<file path="src/rtl/cam_match_serializer_if.sv">
// Handshake and data bundle between the CAM front end, the match serializer
// and the downstream index consumer.
interface cam_match_serializer_if #(
  parameter int unsigned N  = 16,
  parameter int unsigned AW = 4
);
  logic          start;
  logic [N-1:0]  match_vec;
  logic          busy;
  logic          idx_valid;
  logic [AW-1:0] idx;
  logic          idx_ready;
  logic          last;
  logic [AW:0]   match_count;
  logic          none;

  modport master (
    output start, match_vec, idx_ready,
    input  busy, idx_valid, idx, last, match_count, none
  );

  modport slave (
    input  start, match_vec, idx_ready,
    output busy, idx_valid, idx, last, match_count, none
  );
endinterface

</file>
<file path="src/rtl/cam_match_serializer.sv">
// Captures one CAM match vector per start and streams the indices of its set
// bits, lowest first, over a valid/ready handshake.
module cam_match_serializer #(
  parameter int unsigned N  = 16,
  parameter int unsigned AW = 4
) (
  input logic                   clk,
  input logic                   rst_n,
  cam_match_serializer_if.slave bus
);

  typedef enum logic {IDLE, EMIT} state_e;

  state_e        state_q;
  logic [N-1:0]  pending_q;
  logic [N-1:0]  pending_d;
  logic [AW:0]   match_count_q;
  logic          none_q;

  logic [AW-1:0] low_idx;
  logic [AW:0]   popcnt;
  logic          one_left;

  always_comb begin
    low_idx = '0;
    for (int unsigned i = 0; i < N; i++) begin
      if (pending_q[N-1-i]) low_idx = AW'(N-1-i);
    end
  end

  always_comb begin
    popcnt = '0;
    for (int unsigned i = 0; i < N; i++) begin
      popcnt = popcnt + (AW+1)'(bus.match_vec[i]);
    end
  end

  // x & (x-1) drops the lowest set bit, i.e. the index currently presented.
  assign pending_d = pending_q & (pending_q - N'(1));
  assign one_left  = (pending_q != '0) && (pending_d == '0);

  always_ff @(posedge clk) begin
    if (!rst_n) begin
      state_q       <= IDLE;
      pending_q     <= '0;
      match_count_q <= '0;
      none_q        <= 1'b0;
    end else begin
      none_q <= 1'b0;
      case (state_q)
        IDLE: begin
          if (bus.start) begin
            match_count_q <= popcnt;
            if (bus.match_vec != '0) begin
              pending_q <= bus.match_vec;
              state_q   <= EMIT;
            end else begin
              none_q <= 1'b1;
            end
          end
        end
        EMIT: begin
          if (bus.idx_ready) begin
            pending_q <= pending_d;
            if (one_left) state_q <= IDLE;
          end
        end
        default: state_q <= IDLE;
      endcase
    end
  end

  assign bus.busy        = (state_q == EMIT);
  assign bus.idx_valid   = (state_q == EMIT);
  assign bus.idx         = (state_q == EMIT) ? low_idx : '0;
  assign bus.last        = (state_q == EMIT) && one_left;
  assign bus.match_count = match_count_q;
  assign bus.none        = none_q;

endmodule
</file>
<file path="src/flat_wrapper.sv">
// flat-port wrapper written by rule: the top's interface ports become plain ports
module cam_match_serializer_flat 
#(
  parameter int unsigned N  = 16,
  parameter int unsigned AW = 4
)
  (clk, rst_n, bus_start, bus_match_vec, bus_idx_ready, bus_busy, bus_idx_valid, bus_idx, bus_last, bus_match_count, bus_none);
  cam_match_serializer_if #(.N(N), .AW(AW)) bus_i ();
  input logic clk;
  input logic rst_n;
  input wire logic [$bits(bus_i.start)-1:0] bus_start;
  input wire logic [$bits(bus_i.match_vec)-1:0] bus_match_vec;
  input wire logic [$bits(bus_i.idx_ready)-1:0] bus_idx_ready;
  output wire logic [$bits(bus_i.busy)-1:0] bus_busy;
  output wire logic [$bits(bus_i.idx_valid)-1:0] bus_idx_valid;
  output wire logic [$bits(bus_i.idx)-1:0] bus_idx;
  output wire logic [$bits(bus_i.last)-1:0] bus_last;
  output wire logic [$bits(bus_i.match_count)-1:0] bus_match_count;
  output wire logic [$bits(bus_i.none)-1:0] bus_none;
  assign bus_i.start = bus_start;
  assign bus_i.match_vec = bus_match_vec;
  assign bus_i.idx_ready = bus_idx_ready;
  assign bus_busy = bus_i.busy;
  assign bus_idx_valid = bus_i.idx_valid;
  assign bus_idx = bus_i.idx;
  assign bus_last = bus_i.last;
  assign bus_match_count = bus_i.match_count;
  assign bus_none = bus_i.none;
  cam_match_serializer #(.N(N), .AW(AW)) u_core (.clk(clk), .rst_n(rst_n), .bus(bus_i));
endmodule
</file>
<file path="config.mk">
export PLATFORM = sky130hd
export DESIGN_NAME = cam_match_serializer_flat
export DESIGN_NICKNAME = d
export VERILOG_FILES = /design/src/rtl/cam_match_serializer_if.sv /design/src/rtl/cam_match_serializer.sv /design/src/flat_wrapper.sv
export SDC_FILE = /design/constraint.sdc
export NUM_CORES = 1
export LEC_CHECK = 0
export CAP_MARGIN = 30
export CORE_ASPECT_RATIO = 1.4
export CORE_MARGIN = 1.5
export CORE_UTILIZATION = 50
export CTS_CLUSTER_SIZE = 12
export DETAILED_ROUTE_END_ITERATION = 8
export GPL_TIMING_DRIVEN = 1
export PLACE_DENSITY_LB_ADDON = 0.05
export SLEW_MARGIN = 20
export SYNTH_ARGS = -nofsm -noshare
export SYNTH_HDL_FRONTEND = slang
export SYNTH_SLANG_ARGS = --single-unit
</file>
<file path="constraint.sdc">
create_clock -name clk -period 5.5 [get_ports clk]
set_clock_uncertainty 0.05 [all_clocks]
set_input_delay 1.1 -clock clk [delete_from_list [all_inputs] [get_ports clk]]
set_output_delay 1.1 -clock clk [all_outputs]
set_load 0.01 [all_outputs]
</file>
==> results.ini <==
[status]
status=finished, final reports clean

[timing]
hold_viol=0
slew_headroom=0.5001
max_clock_freq_ghz=0.2026
min_period_ns=4.935
period_share=0.8973
tns_ns=0
tightest_slew_ns=0.7488
rsz0062_at_grt=false
final_max_slew_viol_count=0
setup_slack_ns=0.5647
setup_viol=0

[floorplanning]
dieArea_um2=4291
rows=26
start_util=0.5260
io_pins=33
coreArea_um2=3709
die_y_um=76.91
fp.dieW_um=55.79

[finish]
fillers=347
postLayoutCoreUtil=0.6191
area_growth_pct=17.70
nNetsFinal=301
seq_area_um2=460.4
antenna_cells=0
drive_gt1_frac=0.05323
multi_input_area_um2=1300

[routing]
drtPass1Iterations=4
antenna_left=0
drt-wirelength-per-cell_um=14.56
viasPerCell=5.607
vias=1710
drc_errors=0
drt_wl_total_um=4440
first_iter_violations=60

[clock_network]
cts_buffer_depth=2
post_cts_buffers=0
cts_resized=0
cts_tree=done
cts-htree-levels=1
clk_latency_ns=0.26
cts_root_buf=clkbuf_8
cts_buffers=3
cts_sinks=23
ctsHoldBuffers=0
clk_pin_slew_ns=0.08

[grt]
overflow=0
grt_usage=0.2253
grt_max_degree=26
grt_pass1_wl_um=7845
grt_pass1_vias=1728
antenna_found_initial=0

[pwr]
peakVddDrop_v=0.0002205
p_per_area_nw_per_um2=286.7
p_leak_nw=0.9757
p_int_mw=0.4099
p_seq_frac=0.331
switchingPower_mw=0.2484
netSwitchingFraction=0.3774
p_comb_frac=0.514
clkPwrFrac=0.155

[logic_synthesis]
synth_cells=241
synthesis.nets=278
netlist.area_leader.share=0.2360
syn_area_um2=1951
ys_ff_latch=23
synth_cell_types=52
synth_ff_type=dfxtp_1
ys_top_cells_by_count=inv_1, nand2_1, dfxtp_1
synthTopCellsByArea=dfxtp_1, fa_1, a21boi_0, inv_1, nand2_1
async_flop_share=0
syn_avg_cell_area_um2=8.094
seq_area_frac_synth=0.2360
synth_top_area_cell=dfxtp_1
synth-edff-count=0
yosys_warnings=0

[place]
io_buffers=32
gp_congestion=0.8513
place_ws_ns=0.2652
hpwl_um=3473

[worst_setup_path]
end_kind=register
worstPathMaxFanout=3
crit_required_ns=5.61
rr_worst_depth=6
crit_type=in2reg
cp.arrival_ns=5.04
cp-start-kind=input port

[flow_run]
cap_violations=0

[hold_path]
min_path_type=reg2reg
min_path_cells=2

worst max-delay path: stages:
cell,delay (ns)
clkdlybuf4s50_1,0.51
inv_1,0.06
ha_1,0.28
inv_1,0.07
fa_1,0.43
fa_1,0.49
fa_1,0.53
fa_1,0.43
fa_1,0.41
fa_1,0.41
xnor2_1,0.14
mux2i_1,0.13
nor2b_1,0.06
state kept, by name (all words and copies together), names as in the netlist:
name                    flops
u_core.pending_q           16
u_core.bus.busy             1
u_core.bus.none             1
u_core.bus.match_count      5
power by group through the flow:
stage	clock network [mW]	registers [mW]	logic [mW]
final	0.102	0.218	0.338
after global routing	0.115	0.223	0.382
after global placement	0	0.221	0.339
after floorplan	0	0.210	0.250
after CTS	0.105	0.218	0.342
after detailed placement	0	0.221	0.340
layout by cell type, fill, tap and decap left out, types with 3 or more instances in the layout:
cell type / count
clkbuf_8: 3
a21boi_0: 15
nand2_1: 27
dfxtp_1: 23
and2_1: 5
o21ai_0: 20
clkdlybuf4s50_1: 32
ha_1: 7
inv_1: 27
nor2_1: 11
o21a_1: 5
o211a_1: 3
nor4_1: 7
a21oi_1: 7
nor2b_1: 8
fa_1: 10
nor3_1: 3
a211oi_1: 3
metrics by stage:
stage,power (mW),cells,hold WS [ns],area (um2)
5_1_grt,0.7199,305,0.4839,2296
3_5_place_dp,0.5607,301,0.4330,2250
2_1_floorplan,0.4606,241,0.4483,1951
6_report,0.6583,305,0.4446,2296
4_1_cts,0.6646,305,0.4494,2296
3_3_place_gp,0.5595,301,0.4310,2250
cells by family after synthesis:
logic type,count (synthesis),share of synthesized area
compound gates,69,0.2482
xor+xnor,2,0.008982
fa+ha+maj,19,0.1578
buf+inv,43,0.09750
flops,23,0.2360
mux,2,0.01026
simple gates,83,0.2412
path summary, 6_finish.rpt:
kind / from / to / slack, ns
worst max-delay path: bus_match_vec[0] / u_core.bus.match_count[2] / 0.56
worst min-delay path: u_core.bus.match_count[4] / u_core.bus.match_count[4] / 0.44
worst max register to register: u_core.pending_q[0] / u_core.bus.busy / 2.88
worst min register to register: u_core.bus.match_count[4] / u_core.bus.match_count[4] / 0.44
routing by layer:
metal	wire, um	vias to the layer above	track usage
met1	2003	799	0.2831
met4	33	0	0.07073
li1	-	874	-
met5	0	-	0
met2	2297	35	0.4024
met3	105	2	0.01855
layout make-up:
class                   instances  area share
multi-input cells             175      0.5662
inverters                      27     0.04414
clock inverters                 1    0.002180
well taps                      42     0.02289
clock buffers                   3     0.01798
flip-flops and latches         23      0.2005
repair buffers                 34      0.1460
No activity file was read; power rests on OpenSTA's default activity.
